### src/rtl/axis_bit_corr_prog.sv
// Programmable +1/-1 tap correlator for NUM_PARALLEL time-multiplexed AXI-Stream channels.
// One channel is evaluated per cycle; each result is saturated and compared against a peak threshold.
module axis_bit_corr_prog #(
    parameter int NUM_PARALLEL = 8,
    parameter int PRECISION    = 6,
    parameter int WAVE_WIDTH   = 8,
    parameter int MAX_LENGTH   = 16,
    parameter int ADDER_WIDTH  = 12,
    parameter int FILT_WIDTH   = 16
) (
    input  logic                                 clk,
    input  logic                                 rst_n,
    input  logic                                 s_axis_tvalid,
    output logic                                 s_axis_tready,
    input  logic [NUM_PARALLEL*WAVE_WIDTH-1:0]   s_axis_tdata,
    output logic                                 m_axis_tvalid,
    input  logic                                 m_axis_tready,
    output logic [NUM_PARALLEL*FILT_WIDTH-1:0]   m_axis_tdata,
    output logic [NUM_PARALLEL-1:0]              m_axis_tuser,
    input  logic                                 cfg_valid,
    output logic                                 cfg_ready,
    input  logic [MAX_LENGTH-1:0]                cfg_coef,
    input  logic [$clog2(MAX_LENGTH):0]          cfg_length,
    input  logic [FILT_WIDTH-1:0]                cfg_threshold
);
    localparam int CW = $clog2(NUM_PARALLEL);
    localparam int LW = $clog2(MAX_LENGTH) + 1;
    localparam int WW = ((ADDER_WIDTH > FILT_WIDTH) ? ADDER_WIDTH : FILT_WIDTH) + 1;
    localparam logic [CW-1:0] LAST_CH = CW'(NUM_PARALLEL - 1);
    localparam logic [CW-1:0] CNT_ONE = {{(CW-1){1'b0}}, 1'b1};
    localparam logic [LW-1:0] LEN_ONE = {{(LW-1){1'b0}}, 1'b1};
    localparam logic [LW-1:0] MAX_LEN = LW'(MAX_LENGTH);
    localparam logic signed [WW-1:0] F_MAX = {{(WW-FILT_WIDTH+1){1'b0}}, {(FILT_WIDTH-1){1'b1}}};
    localparam logic signed [WW-1:0] F_MIN = {{(WW-FILT_WIDTH+1){1'b1}}, {(FILT_WIDTH-1){1'b0}}};

    typedef enum logic [1:0] {
        IDLE = 2'd0,
        PROC = 2'd1,
        OUT  = 2'd2
    } state_t;

    // Clamp the adder result into the signed output range (plain sign extension when it fits).
    function automatic logic [FILT_WIDTH-1:0] sat_fn(input logic signed [ADDER_WIDTH-1:0] v);
        logic signed [WW-1:0] w;
        w = WW'(v);
        if (w > F_MAX) begin
            return F_MAX[FILT_WIDTH-1:0];
        end else if (w < F_MIN) begin
            return F_MIN[FILT_WIDTH-1:0];
        end else begin
            return w[FILT_WIDTH-1:0];
        end
    endfunction

    // One extra bit so the magnitude of the most negative value is representable.
    function automatic logic [FILT_WIDTH:0] mag_fn(input logic [FILT_WIDTH-1:0] y);
        logic [FILT_WIDTH:0] e;
        e = {y[FILT_WIDTH-1], y};
        if (y[FILT_WIDTH-1]) begin
            return (~e) + {{FILT_WIDTH{1'b0}}, 1'b1};
        end else begin
            return e;
        end
    endfunction

    state_t                          state_r;
    state_t                          state_s;
    logic                            idle_r;
    logic [CW-1:0]                   cnt_r;
    logic [MAX_LENGTH-1:0]           coef_r;
    logic [LW-1:0]                   len_r;
    logic [LW-1:0]                   len_s;
    logic [FILT_WIDTH-1:0]           thr_r;
    logic signed [PRECISION-1:0]     hist_r [NUM_PARALLEL][MAX_LENGTH];
    logic [FILT_WIDTH-1:0]           y_r [NUM_PARALLEL];
    logic [NUM_PARALLEL-1:0]         tuser_r;
    logic                            tvalid_r;
    logic signed [ADDER_WIDTH-1:0]   acc_s;
    logic [FILT_WIDTH-1:0]           y_s;
    logic                            flag_s;
    logic                            s_fire_s;
    logic                            cfg_fire_s;
    logic                            unused_bits_s;

    // idle_r is held low through reset so neither stream is offered until the first clean edge.
    assign cfg_ready     = idle_r;
    assign s_axis_tready = idle_r & ~cfg_valid;
    assign s_fire_s      = s_axis_tvalid & s_axis_tready;
    assign cfg_fire_s    = cfg_valid & cfg_ready;
    assign m_axis_tvalid = tvalid_r;
    assign m_axis_tuser  = tuser_r;
    assign unused_bits_s = ^s_axis_tdata;

    for (genvar c = 0; c < NUM_PARALLEL; c++) begin : g_pack
        assign m_axis_tdata[c*FILT_WIDTH +: FILT_WIDTH] = y_r[c];
    end

    // Next-state logic.
    always_comb begin
        state_s = state_r;
        case (state_r)
            IDLE: begin
                if (s_fire_s) begin
                    state_s = PROC;
                end else begin
                    state_s = IDLE;
                end
            end
            PROC: begin
                if (cnt_r == LAST_CH) begin
                    state_s = OUT;
                end else begin
                    state_s = PROC;
                end
            end
            OUT: begin
                if (m_axis_tready) begin
                    state_s = IDLE;
                end else begin
                    state_s = OUT;
                end
            end
            default: state_s = IDLE;
        endcase
    end

    // Normalise the requested tap count into 1..MAX_LENGTH.
    always_comb begin
        len_s = cfg_length;
        if (cfg_length == '0) begin
            len_s = LEN_ONE;
        end else if (cfg_length > MAX_LEN) begin
            len_s = MAX_LEN;
        end else begin
            len_s = cfg_length;
        end
    end

    // Correlate the history of the channel selected by cnt_r, then saturate and flag it.
    always_comb begin
        acc_s = '0;
        for (int j = 0; j < MAX_LENGTH; j++) begin
            if (j < 32'(len_r)) begin
                if (coef_r[j]) begin
                    acc_s = acc_s + ADDER_WIDTH'(hist_r[cnt_r][j]);
                end else begin
                    acc_s = acc_s - ADDER_WIDTH'(hist_r[cnt_r][j]);
                end
            end else begin
                acc_s = acc_s;
            end
        end
        y_s    = sat_fn(acc_s);
        flag_s = (thr_r != '0) && (mag_fn(y_s) >= {1'b0, thr_r});
    end

    // State register.
    always_ff @(posedge clk or negedge rst_n) begin
        if (!rst_n) begin
            state_r <= IDLE;
        end else begin
            state_r <= state_s;
        end
    end

    // Handshake flags and channel counter.
    always_ff @(posedge clk or negedge rst_n) begin
        if (!rst_n) begin
            idle_r   <= 1'b0;
            tvalid_r <= 1'b0;
            cnt_r    <= '0;
        end else begin
            idle_r   <= (state_s == IDLE);
            tvalid_r <= (state_s == OUT);
            if (state_r == PROC) begin
                cnt_r <= cnt_r + CNT_ONE;
            end else begin
                cnt_r <= '0;
            end
        end
    end

    // Coefficient, length and threshold registers.
    always_ff @(posedge clk or negedge rst_n) begin
        if (!rst_n) begin
            coef_r <= '1;
            len_r  <= MAX_LEN;
            thr_r  <= '0;
        end else if (cfg_fire_s) begin
            coef_r <= cfg_coef;
            len_r  <= len_s;
            thr_r  <= cfg_threshold;
        end
    end

    // Sample history: cleared on reset or reconfiguration, shifted only on accepted beats.
    always_ff @(posedge clk or negedge rst_n) begin
        if (!rst_n) begin
            for (int c = 0; c < NUM_PARALLEL; c++) begin
                for (int j = 0; j < MAX_LENGTH; j++) begin
                    hist_r[c][j] <= '0;
                end
            end
        end else if (cfg_fire_s) begin
            for (int c = 0; c < NUM_PARALLEL; c++) begin
                for (int j = 0; j < MAX_LENGTH; j++) begin
                    hist_r[c][j] <= '0;
                end
            end
        end else if (s_fire_s) begin
            for (int c = 0; c < NUM_PARALLEL; c++) begin
                hist_r[c][0] <= s_axis_tdata[c*WAVE_WIDTH +: PRECISION];
                for (int j = 1; j < MAX_LENGTH; j++) begin
                    hist_r[c][j] <= hist_r[c][j-1];
                end
            end
        end
    end

    // Result lanes, written one channel per PROC cycle and frozen while OUT stalls.
    always_ff @(posedge clk or negedge rst_n) begin
        if (!rst_n) begin
            for (int c = 0; c < NUM_PARALLEL; c++) begin
                y_r[c] <= '0;
            end
            tuser_r <= '0;
        end else if (state_r == PROC) begin
            y_r[cnt_r]     <= y_s;
            tuser_r[cnt_r] <= flag_s;
        end
    end
endmodule
### config.mk
export PLATFORM = sky130hd
export DESIGN_NAME = axis_bit_corr_prog
export DESIGN_NICKNAME = d
export VERILOG_FILES = /design/src/rtl/axis_bit_corr_prog.sv
export SDC_FILE = /design/constraint.sdc
export NUM_CORES = 2
export LEC_CHECK = 0
export ABC_AREA = 1
export CORE_MARGIN = 2
export CORE_UTILIZATION = 60
export DETAILED_ROUTE_END_ITERATION = 10
export PLACE_DENSITY = 0.79
export SLEW_MARGIN = 20
export SYNTH_ARGS = -nofsm -noshare
export SYNTH_HDL_FRONTEND = slang
export SYNTH_SLANG_ARGS = --single-unit
### constraint.sdc
create_clock -name clk -period 37.4 [get_ports clk]
set_clock_uncertainty 0.15 [all_clocks]
set_input_delay 3.74 -clock clk [delete_from_list [all_inputs] [get_ports clk]]
set_output_delay 3.74 -clock clk [all_outputs]
set_load 0.005 [all_outputs]
==> metrics.txt <==
status complete, no violations; postcts setup bufs 0; cell family with the largest share of critical-path delay simple AND/OR/NAND/NOR gates; Worst Path Class, Setup reg -> reg; WHS 336 ps; CP arrival 21350 ps; Yosys Warn Count 0; post-route minimum period 20970 ps; GPL Wtd Cong 0.939; RSZ-0062 raised after global routing no; number of H-tree levels 3; Synth cell types 51; vias in the first global route 42400; crit path launch type flip-flop; DIE AREA 87400 sq um; drt pass-1 iters 6; f_max 47.7 MHz; PortBufs 228; layout cells sized above 1 0.0560; top_reg_cell synth dfrtp_1; CTS root buf clkbuf_16; Core ar. 84000 sq um; GRT Resource Usage Total 0.308; FF+latch count, synth 916; dpl hpwl 91.1 mm; die width 296 microns; Met2 Wirelength 62.8 mm; Mapped Cells 6326; ranking of synthesized cells by area dfrtp_1 44%, o22ai_1 8.6%, inv_1 8.1%; total CTS buffers 95; starting density of the core 0.608; Slew HR 0.255; CTS clk-pin slew, worst paths 60 ps; num rows 106; Max clock buf depth 3; post_cts resized 0; drt total wl 135 mm; Vias/cell 5.84; CP max stage delay 580 ps; Post-CTS Hold Buffers 0; Final #Nets 6633; synthesis-to-finish area growth 11.0%; largest net degree at the start of global routing 223; post-DR wirelength/cell 17.9 microns; DRT antenna net count 0; grt ovf 0; Worst R2R Setup Slack 16430 ps; period utilization 0.561; initial antenna violation count 1; Synth area leader dfrtp_1; Fin. Hold Viols 0; DRT iter0 DRCs 3994; FF-to-FF path depth 123; Worst-Skew Late Latency 690 ps; Critical Path Start cnt_r[0]; Critical Path Sink Type flip-flop; RR Endpoint m_axis_tuser[4]; critical path peak fanout 53; DR DRC count 0; IO Pins 245; routed wl met3 7.41 mm; CP dominant cell by count nand2_1; max_cap viols 0; cell depth of the worst setup path 123; crit path buf inv count 19; Synth async-reset ratio 1.00; Slew Limit Fails 0; clock sink count 916; Yosys top cell area share 0.441; Filler Cells Inserted 6789; slowest CP cell dfrtp_4; Metal-1 WL 61.1 mm; sequential element share of the synthesized area 0.449; RR Startpoint cnt_r[0]; number of synthesized flops with an enable pin 0; Hold Path Class reg -> reg; CTS tree done; Die H 296 microns; worst-margin pin slew 1120 ps; Vias 44000; final setup vio count 0; Worst EP required 37780 ps; setup_tns 0 ps; uppermost routed layer met4; capture point of the worst path m_axis_tuser[4]; Syn Area/Cell 8.07 sq um; first-pass GRT wire length 218 mm; Syn Std Cell Area 51100 sq um
==> cell families after synthesis <==
family          count (synthesis)  share of synthesized area
simple gates                 1524                      0.135
xor+xnor                      108                     0.0185
other cells                     1                  0.0000734
compound gates               2041                      0.221
buf+inv                      1521                      0.121
fa+ha+maj                     215                     0.0549
flops                         916                      0.449
==> Yosys cell counts (10+ instances only) <==
cell	number
nor3_2	10
inv_2	24
dfstp_2	17
or2_1	11
a31oi_1	16
xnor2_1	34
buf_2	86
nand3_1	296
nand3_2	32
a21oi_1	518
dfrtp_1	899
or2_2	42
nor2_2	10
clkbuf_1	222
buf_6	19
nand2_1	726
o21ai_1	92
fa_1	15
o21ai_0	656
nor2_1	242
nand4_1	96
buf_4	54
inv_1	1107
xor2_1	74
ha_1	200
nor3_1	12
and2_1	27
o22ai_1	699
o21bai_1	21
==> cell usage in the layout, fill, tap and decap left out, types with 10 or more instances in the layout <==
master and count:
inv_1 1106, nand4_1 96, nand3_1 296, o21ai_0 656
o22ai_1 699, or2_1 11, nor2_2 10, nand2_1 723
nand3_2 32, clkinv_2 15, o21bai_1 21, or2_2 42
a31oi_1 16, buf_4 40, ha_1 200, fa_1 15
o21ai_1 92, and2_1 27, dfstp_2 17, clkbuf_16 96
clkdlybuf4s50_1 227, a21oi_1 518, nor3_2 10, xor2_1 74
nor3_1 12, nor2_1 241, xnor2_1 34, clkbuf_8 23
dfrtp_1 898, clkbuf_1 22, inv_2 21
==> state kept, by name (all words and copies together) (netlist names) <==
signal	flops
m_axis_tdata	96
state_r	2
m_axis_tvalid	1
hist_r	768
coef_r	16
thr_r	16
m_axis_tuser	8
len_r	5
cnt_r	3
cfg_ready	1
==> routing by layer <==
layer | GRT usage | vias to the layer above
met5 | 0 | -
met4 | 0.0868 | 0
met3 | 0.0393 | 239
met2 | 0.490 | 1207
met1 | 0.445 | 21300
li1 | - | 21300
==> layout make-up <==
cell class / instances / area [sq um] / share of cell area
flip-flops and latches: 916 / 22900 / 0.405
multi-input cells: 3892 / 22000 / 0.388
inverters: 1133 / 4270 / 0.0753
clock buffers: 141 / 2800 / 0.0494
repair buffers: 274 / 2690 / 0.0475
well taps: 1134 / 1420 / 0.0250
clock inverters: 36 / 554 / 0.00978
diodes: 1 / 2.50 / 0.0000442
==> worst min-delay path by stage <==
stage	start	end	slack (ps)	cells past startpoint
5_1_grt	m_axis_tdata[8]	m_axis_tdata[8]	350	2
3_3_place_gp	m_axis_tdata[112]	m_axis_tdata[112]	320	2
6_report	m_axis_tdata[113]	m_axis_tdata[113]	340	2
2_1_floorplan	hist_r[0]	hist_r[0]	320	2
3_5_place_dp	m_axis_tdata[112]	m_axis_tdata[112]	320	2
4_1_cts	m_axis_tdata[112]	m_axis_tdata[112]	340	2
==> per-stage QoR <==
step           instances  setup slack (ps)  cell area [sq um]   util
2_1_floorplan       6329             19640              51100      -
3_3_place_gp        7349             17320              53300  0.635
3_5_place_dp        7349             16870              53300  0.635
4_1_cts             7526             16790              56700  0.675
5_1_grt             7526             14570              56700  0.675
6_report            7527             16430              56700  0.675
==> tightest hold or removal path: cells and delay by family, from the launching register on <==
family / cells / cell delay [ps]
DFF: 1 / 340
and+or+nand+nor: 1 / 50
AOI/OAI and AO/OA: 1 / 60
Power is left out: the tool's default activity adds up to more than one toggle a clock period on the data nets, which glitch-free logic cannot reach.
